**config.mk**
```make
export PLATFORM = sky130hd
export DESIGN_NAME = mandelbrot_scheduler
export DESIGN_NICKNAME = d
export VERILOG_FILES = /design/src/rtl/mandelbrot_pkg.sv /design/src/rtl/mandelbrot_pixel_gen.sv /design/src/rtl/mandelbrot_scheduler.sv
export SDC_FILE = /design/constraint.sdc
export NUM_CORES = 1
export LEC_CHECK = 0
export ABC_CLOCK_PERIOD_IN_PS = 5980
export CAP_MARGIN = 20
export CORE_MARGIN = 2
export CORE_UTILIZATION = 43
export CTS_CLUSTER_DIAMETER = 200
export DETAILED_ROUTE_END_ITERATION = 8
export PLACE_DENSITY_LB_ADDON = 0.12
export SYNTH_ARGS = -nofsm -noshare
export SYNTH_HDL_FRONTEND = slang
export SYNTH_SLANG_ARGS = --single-unit
```
**constraint.sdc**
```tcl
create_clock -name clk_i -period 5.98 [get_ports clk_i]
set_input_delay 1.196 -clock clk_i [delete_from_list [all_inputs] [get_ports clk_i]]
set_output_delay 1.196 -clock clk_i [all_outputs]
set_load 0.01 [all_outputs]
```
**src/rtl/mandelbrot_pkg.sv**
```systemverilog
// Shared constants and state types for the Mandelbrot frame scheduler.
package mandelbrot_pkg;

    localparam int FRACTIONAL_BITS = 24;
    localparam int DATA_WIDTH      = 32;

    typedef logic signed [DATA_WIDTH-1:0] coord_t;

    typedef enum logic [1:0] {
        IDLE,
        RUN,
        DRAIN,
        DONE
    } top_state_e;

    typedef enum logic [1:0] {
        FREE,
        ISSUE,
        BUSY,
        HOLD
    } slot_state_e;

endpackage

```
**src/rtl/mandelbrot_pixel_gen.sv**
```systemverilog
// Raster walker: steps col/row and the complex coordinate incrementally,
// using only adders so no multiplier is needed per pixel.
module mandelbrot_pixel_gen
    import mandelbrot_pkg::*;
#(
    parameter int DW        = DATA_WIDTH,
    parameter int DIM_WIDTH = 12
) (
    input  logic                 clk_i,
    input  logic                 rst_ni,
    input  logic                 load_i,
    input  logic                 advance_i,
    input  logic [DW-1:0]        x_start_i,
    input  logic [DW-1:0]        y_start_i,
    input  logic [DW-1:0]        step_i,
    input  logic [DIM_WIDTH-1:0] width_i,
    input  logic [DIM_WIDTH-1:0] height_i,
    output logic [DIM_WIDTH-1:0] col_o,
    output logic [DIM_WIDTH-1:0] row_o,
    output logic [DW-1:0]        x_o,
    output logic [DW-1:0]        y_o,
    output logic                 last_o
);

    logic [DW-1:0]        x_start_q, x_start_d;
    logic [DW-1:0]        step_q, step_d;
    logic [DIM_WIDTH-1:0] width_q, width_d;
    logic [DIM_WIDTH-1:0] height_q, height_d;
    logic [DIM_WIDTH-1:0] col_q, col_d;
    logic [DIM_WIDTH-1:0] row_q, row_d;
    logic [DW-1:0]        x_q, x_d;
    logic [DW-1:0]        y_q, y_d;
    logic                 end_of_row;

    assign end_of_row = (col_q == width_q - DIM_WIDTH'(1));

    always_comb begin
        x_start_d = x_start_q;
        step_d    = step_q;
        width_d   = width_q;
        height_d  = height_q;
        col_d     = col_q;
        row_d     = row_q;
        x_d       = x_q;
        y_d       = y_q;
        if (load_i) begin
            x_start_d = x_start_i;
            step_d    = step_i;
            width_d   = width_i;
            height_d  = height_i;
            col_d     = '0;
            row_d     = '0;
            x_d       = x_start_i;
            y_d       = y_start_i;
        end else if (advance_i) begin
            if (end_of_row) begin
                col_d = '0;
                row_d = row_q + DIM_WIDTH'(1);
                x_d   = x_start_q;
                y_d   = y_q + step_q;
            end else begin
                col_d = col_q + DIM_WIDTH'(1);
                x_d   = x_q + step_q;
            end
        end
    end

    always_ff @(posedge clk_i or negedge rst_ni) begin
        if (!rst_ni) begin
            x_start_q <= '0;
            step_q    <= '0;
            width_q   <= '0;
            height_q  <= '0;
            col_q     <= '0;
            row_q     <= '0;
            x_q       <= '0;
            y_q       <= '0;
        end else begin
            x_start_q <= x_start_d;
            step_q    <= step_d;
            width_q   <= width_d;
            height_q  <= height_d;
            col_q     <= col_d;
            row_q     <= row_d;
            x_q       <= x_d;
            y_q       <= y_d;
        end
    end

    assign col_o  = col_q;
    assign row_o  = row_q;
    assign x_o    = x_q;
    assign y_o    = y_q;
    assign last_o = end_of_row && (row_q == height_q - DIM_WIDTH'(1));

endmodule

```
**src/rtl/mandelbrot_scheduler.sv**
```systemverilog
// Frame scheduler: dispatches one pixel per job to a core array and
// streams (col,row,iter) results out through a single registered slot.
module mandelbrot_scheduler
    import mandelbrot_pkg::*;
#(
    parameter int NUM_CORES       = 4,
    parameter int INTEGER_BITS    = mandelbrot_pkg::DATA_WIDTH - mandelbrot_pkg::FRACTIONAL_BITS,
    parameter int FRACTIONAL_BITS = mandelbrot_pkg::FRACTIONAL_BITS,
    parameter int MAX_ITER_WIDTH  = 16,
    parameter int DIM_WIDTH       = 12,
    localparam int DW             = INTEGER_BITS + FRACTIONAL_BITS
) (
    input  logic                                clk_i,
    input  logic                                rst_ni,
    input  logic                                start_i,
    input  logic [DW-1:0]                       x_start_i,
    input  logic [DW-1:0]                       y_start_i,
    input  logic [DW-1:0]                       step_i,
    input  logic [DIM_WIDTH-1:0]                width_i,
    input  logic [DIM_WIDTH-1:0]                height_i,
    input  logic [MAX_ITER_WIDTH-1:0]           max_iter_i,
    output logic                                busy_o,
    output logic                                frame_done_o,
    output logic [NUM_CORES-1:0]                core_start_o,
    output logic [NUM_CORES*DW-1:0]             core_x0_o,
    output logic [NUM_CORES*DW-1:0]             core_y0_o,
    output logic [MAX_ITER_WIDTH-1:0]           core_max_iter_o,
    input  logic [NUM_CORES*MAX_ITER_WIDTH-1:0] core_iter_i,
    input  logic [NUM_CORES-1:0]                core_done_i,
    output logic                                res_valid_o,
    input  logic                                res_ready_i,
    output logic [DIM_WIDTH-1:0]                res_col_o,
    output logic [DIM_WIDTH-1:0]                res_row_o,
    output logic [MAX_ITER_WIDTH-1:0]           res_iter_o
);

    localparam int IDX_W = (NUM_CORES > 1) ? $clog2(NUM_CORES) : 1;

    top_state_e                state_q, state_d;
    slot_state_e               slot_q[NUM_CORES], slot_d[NUM_CORES];
    logic [DIM_WIDTH-1:0]      slot_col_q[NUM_CORES], slot_col_d[NUM_CORES];
    logic [DIM_WIDTH-1:0]      slot_row_q[NUM_CORES], slot_row_d[NUM_CORES];
    logic [MAX_ITER_WIDTH-1:0] slot_iter_q[NUM_CORES], slot_iter_d[NUM_CORES];
    logic [DW-1:0]             x0_q[NUM_CORES], x0_d[NUM_CORES];
    logic [DW-1:0]             y0_q[NUM_CORES], y0_d[NUM_CORES];
    logic [MAX_ITER_WIDTH-1:0] core_iter_w[NUM_CORES];
    logic [MAX_ITER_WIDTH-1:0] max_iter_q, max_iter_d;
    logic [IDX_W-1:0]          last_grant_q, last_grant_d;
    logic                      res_valid_q, res_valid_d;
    logic [DIM_WIDTH-1:0]      res_col_q, res_col_d;
    logic [DIM_WIDTH-1:0]      res_row_q, res_row_d;
    logic [MAX_ITER_WIDTH-1:0] res_iter_q, res_iter_d;

    logic                      pg_load, pg_advance, pg_last;
    logic [DIM_WIDTH-1:0]      pg_col, pg_row;
    logic [DW-1:0]             pg_x, pg_y;
    logic                      free_found, hold_found, all_free, load_en;
    int                        free_idx, hold_idx, cand;

    mandelbrot_pixel_gen #(
        .DW        (DW),
        .DIM_WIDTH (DIM_WIDTH)
    ) u_pixel_gen (
        .clk_i     (clk_i),
        .rst_ni    (rst_ni),
        .load_i    (pg_load),
        .advance_i (pg_advance),
        .x_start_i (x_start_i),
        .y_start_i (y_start_i),
        .step_i    (step_i),
        .width_i   (width_i),
        .height_i  (height_i),
        .col_o     (pg_col),
        .row_o     (pg_row),
        .x_o       (pg_x),
        .y_o       (pg_y),
        .last_o    (pg_last)
    );

    for (genvar k = 0; k < NUM_CORES; k++) begin : g_core_io
        assign core_start_o[k]          = (slot_q[k] == ISSUE);
        assign core_x0_o[k*DW +: DW]    = x0_q[k];
        assign core_y0_o[k*DW +: DW]    = y0_q[k];
        assign core_iter_w[k]           = core_iter_i[k*MAX_ITER_WIDTH +: MAX_ITER_WIDTH];
    end

    always_comb begin
        state_d      = state_q;
        slot_d       = slot_q;
        slot_col_d   = slot_col_q;
        slot_row_d   = slot_row_q;
        slot_iter_d  = slot_iter_q;
        x0_d         = x0_q;
        y0_d         = y0_q;
        max_iter_d   = max_iter_q;
        last_grant_d = last_grant_q;
        res_valid_d  = res_valid_q;
        res_col_d    = res_col_q;
        res_row_d    = res_row_q;
        res_iter_d   = res_iter_q;
        pg_load      = 1'b0;
        pg_advance   = 1'b0;
        free_found   = 1'b0;
        free_idx     = 0;
        hold_found   = 1'b0;
        hold_idx     = 0;
        all_free     = 1'b1;
        cand         = 0;
        load_en      = !res_valid_q || res_ready_i;

        for (int k = 0; k < NUM_CORES; k++) begin
            if (slot_q[k] != FREE) all_free = 1'b0;
            if (!free_found && slot_q[k] == FREE) begin
                free_found = 1'b1;
                free_idx   = k;
            end
        end

        // Round-robin search starts one past the most recent grant.
        for (int i = 0; i < NUM_CORES; i++) begin
            cand = int'(last_grant_q) + 1 + i;
            if (cand >= NUM_CORES) cand = cand - NUM_CORES;
            if (!hold_found && slot_q[cand] == HOLD) begin
                hold_found = 1'b1;
                hold_idx   = cand;
            end
        end

        // During ISSUE the core still presents the previous job's done level.
        for (int k = 0; k < NUM_CORES; k++) begin
            case (slot_q[k])
                ISSUE: slot_d[k] = BUSY;
                BUSY: begin
                    if (core_done_i[k]) begin
                        slot_d[k]      = HOLD;
                        slot_iter_d[k] = core_iter_w[k];
                    end
                end
                default: ;
            endcase
        end

        case (state_q)
            IDLE: begin
                if (start_i) begin
                    pg_load    = 1'b1;
                    max_iter_d = max_iter_i;
                    state_d    = (width_i == '0 || height_i == '0) ? DONE : RUN;
                end
            end
            RUN: begin
                if (free_found) begin
                    pg_advance           = 1'b1;
                    slot_d[free_idx]     = ISSUE;
                    slot_col_d[free_idx] = pg_col;
                    slot_row_d[free_idx] = pg_row;
                    x0_d[free_idx]       = pg_x;
                    y0_d[free_idx]       = pg_y;
                    if (pg_last) state_d = DRAIN;
                end
            end
            DRAIN: begin
                if (all_free && !res_valid_q) state_d = DONE;
            end
            DONE: state_d = IDLE;
            default: state_d = IDLE;
        endcase

        if (load_en) begin
            res_valid_d = hold_found;
            if (hold_found) begin
                res_col_d        = slot_col_q[hold_idx];
                res_row_d        = slot_row_q[hold_idx];
                res_iter_d       = slot_iter_q[hold_idx];
                slot_d[hold_idx] = FREE;
                last_grant_d     = IDX_W'(hold_idx);
            end
        end
    end

    always_ff @(posedge clk_i or negedge rst_ni) begin
        if (!rst_ni) begin
            state_q      <= IDLE;
            max_iter_q   <= '0;
            last_grant_q <= '0;
            res_valid_q  <= 1'b0;
            res_col_q    <= '0;
            res_row_q    <= '0;
            res_iter_q   <= '0;
            for (int k = 0; k < NUM_CORES; k++) begin
                slot_q[k]      <= FREE;
                slot_col_q[k]  <= '0;
                slot_row_q[k]  <= '0;
                slot_iter_q[k] <= '0;
                x0_q[k]        <= '0;
                y0_q[k]        <= '0;
            end
        end else begin
            state_q      <= state_d;
            max_iter_q   <= max_iter_d;
            last_grant_q <= last_grant_d;
            res_valid_q  <= res_valid_d;
            res_col_q    <= res_col_d;
            res_row_q    <= res_row_d;
            res_iter_q   <= res_iter_d;
            slot_q       <= slot_d;
            slot_col_q   <= slot_col_d;
            slot_row_q   <= slot_row_d;
            slot_iter_q  <= slot_iter_d;
            x0_q         <= x0_d;
            y0_q         <= y0_d;
        end
    end

    assign busy_o          = (state_q != IDLE);
    assign frame_done_o    = (state_q == DONE);
    assign core_max_iter_o = max_iter_q;
    assign res_valid_o     = res_valid_q;
    assign res_col_o       = res_col_q;
    assign res_row_o       = res_row_q;
    assign res_iter_o      = res_iter_q;

endmodule
```
* Yosys cells after proc, flatten, opt, wreduce, memory -nomap -nowiden
Index checks and enable logic that the tools add are counted.
** Word-level totals
- Input port bits :: 208
- Logic and storage cells :: 229
- Register bits :: 661
** Cells by class
- Magnitude comparators :: 12
- Add/subtract/negate cells :: 14
- Reductions and logical operators :: 42
- Bitwise gates (word level) :: 11
- Mux-type cells :: 90
- Equality and inequality tests :: 21
** Operators by type and width (number)
- 2-to-1 mux 32 bit :: 17
- bitwise mux 128 bit :: 2
- >= comparator 32 x 3 -> 1 bit, second input constant :: 6
- inverter 32 bit :: 6
- 2-to-1 mux 12 bit :: 11
- bitwise mux 48 bit :: 2
- >= comparator 32 x 4 -> 1 bit, second input constant :: 3
- subtractor 32 x 4 -> 32 bit, second input constant :: 3
- adder 32 bit :: 2
- demux 32 bit (select 2 bit) :: 1
- < comparator 32 x 1 -> 1 bit, second input constant :: 2
- binary-select mux 12 bit (select 2 bit) :: 2
- 2-to-1 mux 2 bit :: 19
- adder 32 x 2 -> 32 bit, second input constant :: 1
- adder 32 x 3 -> 32 bit, second input constant :: 1
- binary-select mux 16 bit (select 2 bit) :: 1
- 2-to-1 mux 16 bit :: 2
- 2-to-1 mux 8 bit :: 4
- adder 12 x 1 -> 12 bit, second input constant :: 2
- demux 12 bit (select 2 bit) :: 1
- equality test 12 bit :: 2
- logical NOT 12 bit :: 2
- subtractor 12 x 1 -> 12 bit, second input constant :: 2
- equality test 2 bit, second input constant :: 10
- 23 further kinds :: 86

* Longest topological paths before layout
- Depth in word-level cells :: 27
- Gate-level depth with buffers :: 13
- Gate-level depth less buffers :: 12

* Hierarchy
A second synthesis with hierarchy kept.
** Second synthesis, totals
- Cell total of the unflattened synthesis :: 2583
- Area, all modules :: 31251.2 um^2
** By module, submodules not included
- mandelbrot_scheduler :: cells each 1348, times used 1, seq. area each 12136.6 um^2, area an instance 19904.1 um^2
- mandelbrot_pixel_gen :: cells each 1235, times used 1, seq. area each 4404.2 um^2, area an instance 11347.1 um^2

* Worst setup path after synthesis
Ideal clock, no wire load.
- Path type :: register -> register
- Start :: register u_pixel_gen.x_q[0] (netlist: u_pixel_gen.x_o[0])
- End :: register u_pixel_gen.x_q[28] (netlist: u_pixel_gen.x_o[28])
- Setup time :: 118 ps
- Slack :: 3073 ps
- Buffers on the path :: 0
- Arrival time :: 2788 ps
- Cell stages (with the launch flop) :: 13
- Path through :: dfrtp_1 > ha_1 > inv_1 > fa_1 > nor2b_1 > o2111ai_1 > a21bo_2 > a311oi_1 > o21ai_1 > o21a_1 > o31ai_1 > mux2i_1 > a21o_1
** Between the ends
- Word-level cells in the longest chain between the ends :: 4
** Ends and longest elaborated chain
- start, declared :: line mandelbrot_pixel_gen.sv:31 : logic [DW-1:0] x_q, x_d;
- start signal, assigned :: line mandelbrot_pixel_gen.sv:76 : x_q <= '0;
- start signal, assigned :: line mandelbrot_pixel_gen.sv:85 : x_q <= x_d;
- adder 32 bit :: line mandelbrot_pixel_gen.sv:63 : x_d = x_q + step_q;
- 2-to-1 mux 32 bit :: line mandelbrot_pixel_gen.sv:56 : if (end_of_row) begin
- 2-to-1 mux 32 bit :: line mandelbrot_pixel_gen.sv:55 : end else if (advance_i) begin
- 2-to-1 mux 32 bit :: line mandelbrot_pixel_gen.sv:46 : if (load_i) begin
Every way passes these cells. The select of a mux whose other input is x is not followed.
A chain may end at the register's enable or synchronous reset.

* Final worst setup path
- Start :: register u_pixel_gen.width_q[0]
- End :: register u_pixel_gen.y_q[12] (netlist: u_pixel_gen.y_o[12])
** Between the ends
- Word-level cells in the longest chain between the ends :: 4
** Ends and longest elaborated chain
- start, declared :: line mandelbrot_pixel_gen.sv:27 : logic [DIM_WIDTH-1:0] width_q, width_d;
- start signal, assigned :: line mandelbrot_pixel_gen.sv:81 : width_q <= width_d;
- subtractor 12 x 1 -> 12 bit :: line mandelbrot_pixel_gen.sv:35 : assign end_of_row = (col_q == width_q - DIM_WIDTH'(1));
- equality test 12 bit :: line mandelbrot_pixel_gen.sv:35
- nonzero test 2 bit (no line)
- AND reduction 2 bit (no line)
- end signal, assigned :: line mandelbrot_pixel_gen.sv:86 : y_q <= y_d;
- end, declared :: line mandelbrot_pixel_gen.sv:32 : logic [DW-1:0] y_q, y_d;
Every way passes these cells.

==> out/results.txt <==
The clock passes through at most 3 buffers. The insertion delay of the later-clocked pin in the worst-skew pair is 0.62 ns. TritonCTS built the clock tree.

The hold buffer count at cts came out at 0. The worst slew margin relative to its limit was 32.9%. The number of rows created at floorplan was 98; the required arrival time at the worst endpoint was 6.52 ns.

During I/O placement, the number of pins put on the boundary was 527. The tools report the count of synthesis-stage warnings from yosys as 0. The HPWL after detailed placement is 65.4 mm. Across all hold checks on the routed design, the worst slack comes to 0.473 ns. In this run the power density over the cells is 599 nW/um^2.

Measured along the y axis, the die boundary spans 274 um. Of the available clock period, the critical path in the final layout requires 68.4%. The first global-routing pass estimated 146 mm of wire.

The sequential-to-total area share from yosys stat was 52.8%; the worst vdd rail ir drop was 0.372 mV. Counting every net in the synthesized netlist gives 3284. For the post-detailed-route DRC marker count, the log shows 0.

The run gives 245 MHz as the upper clock frequency limit. The worst path in the final design needs a cycle of 4.09 ns, including I/O delays and setup. The clock arrives with 0.0267 ns of skew.

Using the TritonRoute via totals, the vias-per-cell ratio works out to 5.43. Post-synthesis cell type count: 68. Along the worst path, the maximum fanout reaches 19.

The tools report the gate count after technology mapping as 2984. The type of the worst setup path is reg -> reg. In this run, post-CTS repair resized a total of 0 instances.

Yosys instantiated no cell more often than nand2_1. Before antenna repair, the detailed router went through 5 iterations. Compared with the post-synthesis result, the final layout area differs by 27.6%.

After synthesis, the share of flip-flops with an asynchronous set or reset is 100%. The run finished with clean final reports. Counting flops and latches in the post-synthesis netlist gives 661.

In this run the worst hold path is classified as reg -> reg. The tools report the final net count as 3743. The run gives 71900 um^2 as the core area. The completed layout was analyzed and its total power is 23.9 mW. The tools report the kind of launch point of the worst setup path as a register. Initial antenna violation count: 9.

The critical path arrival is 4.63 ns. The die width works out to 274 um. The number of hold-slack violations in the final timing report was 0. The area share of the largest cell type after synthesis was 52.8%; the initial core utilization was 43.6%. The number of setup violations in the final report is 0. The biggest area contributor in the post-synthesis netlist is dfrtp_1.

The most common flop cell mapped by yosys is dfrtp_1. The detail route stage leaves a number of antenna-violating nets equal to 0. The mapped netlist covers 31300 um^2. For this block, the routed nets add up to 94.5 mm of wire. Across the run, the number of max-cap violations was 0. The buffer count from post-CTS setup fixing was 0.

STA classifies the critical path endpoint as a register. The commonest cells after synthesis are nand2_1 (692), dfrtp_1 (661), mux2_2 (408). Layout cell share with drive strength beyond 1: 16.2%.

In this run the register-to-register setup slack is 1.89 ns. Across all layers, the routed design uses 24200 vias. Counting the buffers created by CTS gives 74.

The post-detailed-route wirelength per cell came out at 21.2 um. The layout has 6225 filler cells. Remaining global-route overflow: 0. Routability-driven placement finished with a final weighted congestion of 0.923.

The run gives 1.89 ns as the smallest setup slack after layout. The clock tree synthesis step divided the H-tree into 3 levels. In the global route stage, overall resource usage came out at 25.0%. The finished layout holds 4459 standard cells, fillers aside. The cell chosen for the clock root was clkbuf_16.

The post-place setup slack is 1.90 ns. The standby leakage power is 18.0 nW. By area the synthesized netlist is led by dfrtp_1 (53%), mux2_2 (15%), nand2_1 (8.3%). Yosys mapped a number of flops with a built-in enable equal to 0.

The clock input transition at the sequential cells of the worst setup and hold paths is 0.06 ns, and the final count of pins violating max slew is 0. The via count of the first global-routing pass was 24800; the number of input and output port buffers inserted was 526. For the setup TNS after final layout, the log shows 0 ns. Averaged over all synthesized cells, the footprint is 10.5 um^2. The total die area is 75000 um^2. The tree built by TritonCTS fans out to 661 sinks.

The actual slew at the worst max-slew pin came out at 1.00 ns. The run gives 153 as the maximum number of pins on one net before global-route repair. Setup repair after global routing left no endpoint under its margin. In this run, the number of DRC markers left after iteration 0 of detailed routing was 1696.

Count of placed standard cells including taps: 4316.
power by group:
group          leakage (nW)  total, mW  internal (mW)  switching [mW]
Sequential             8.26       8.06           6.45            1.61
Clock                  1.23       4.66           2.80            1.86
Combinational          8.54       11.2           5.33            5.86
kinds of logic (layout without fill, tap and decap cells):
kind of cell / count (synthesis) / count (layout) / synth area share [%]
AND/OR/NAND/NOR: 1023 / 1023 / 14.0
buffers and inverters: 219 / 735 / 2.64
XOR/XNOR: 92 / 92 / 2.57
multiplexers: 421 / 421 / 15.1
other: 0 / 9 / 0
adder cells (fa/ha/maj): 92 / 92 / 3.72
flip-flops: 661 / 661 / 52.8
AO/OA/AOI/OAI: 476 / 476 / 9.16
critical path, cell delays in order, from the launching register on:
cell and delay [ns]:
dfrtp_1 0.43, inv_1 0.09, ha_1 0.19, or3b_1 0.45, or3_1 0.40, o21ai_1 0.15, a32oi_1 0.20, nor3_4 0.84
nand2_1 0.57, nor4_1 0.47, a21oi_1 0.07, o21ai_1 0.14
through the flow:
| stage | cell area (um^2) | utilization [%] |
|---|---|---|
| after floorplan | 31300 | - |
| after global placement | 37400 | 52.1 |
| after detailed placement | 37400 | 52.1 |
| after CTS | 39900 | 55.6 |
| after global routing | 40000 | 55.6 |
| final | 40000 | 55.6 |
final timing paths:
| path | depth (start not counted) | startpoint | endpoint |
|---|---|---|---|
| worst max-delay path | 11 | u_pixel_gen.width_q[0] | u_pixel_gen.y_o[12] |
| worst min-delay path | 2 | u_pixel_gen.x_start_q[5] | u_pixel_gen.x_start_q[5] |
| worst max register to register | 11 | u_pixel_gen.width_q[0] | u_pixel_gen.y_o[12] |
| worst min register to register | 2 | u_pixel_gen.x_start_q[5] | u_pixel_gen.x_start_q[5] |
| max in group asynchronous | 2 | rst_ni | slot_row_q[5] |
| min in group asynchronous | 1 | rst_ni | core_y0_o[34] |
registers in the layout, summed over array words and instances, names as in the netlist, 16 cells and up:
name / count
u_pixel_gen.step_q: 32
res_iter_o: 16
core_max_iter_o: 16
core_y0_o: 128
slot_iter_q: 64
slot_row_q: 48
u_pixel_gen.y_o: 32
slot_col_q: 48
u_pixel_gen.x_start_q: 32
u_pixel_gen.x_o: 32
core_x0_o: 128
layout by cell type, fill, tap and decap left out, types with 5 or more instances in the layout:
cell type	n
nand4_1	8
clkinv_2	9
o21bai_1	7
nor2_1	96
o31ai_1	14
a211oi_1	13
o21ai_0	173
mux2i_1	13
diode_2	9
dfrtp_1	661
ha_1	90
nor3b_1	9
nor2b_1	10
clkbuf_1	20
inv_1	50
nor3_1	34
o221ai_1	8
or3_1	5
nand2_1	690
nand3b_1	13
clkbuf_16	77
xnor2_1	58
o211ai_1	29
nor4_1	15
nand3_1	73
clkbuf_8	17
a311oi_1	9
a21oi_1	96
bufinv_16	5
nand2b_1	9
o21ai_1	29
a31oi_1	21
a21o_1	27
and3_1	24
mux2_2	408
xor2_1	34
clkdlybuf4s50_1	525
buf_4	22
and2_1	10
o21a_1	13
cell type report:
class	instances	area [um^2]	area share (%)
Antenna cell	9	22.5	0.0563
Clock buffer	114	2240	5.59
Clock inverter	19	260	0.651
Inverter	50	188	0.470
Multi-Input combinational cell	2104	14000	35.1
Sequential cell	661	16500	41.4
Tap cell	950	1190	2.97
Timing Repair Buffer	552	5520	13.8
metal layers:
metal	track usage, %	share of wire (%)	vias up
met5	0	0.029	-
met4	7.18	2.5	4
met3	5.19	6.0	153
met2	41.5	48	703
met1	33.1	43	12100
li1	-	-	11200
Note: power is estimated with default switching activity, not from simulation.
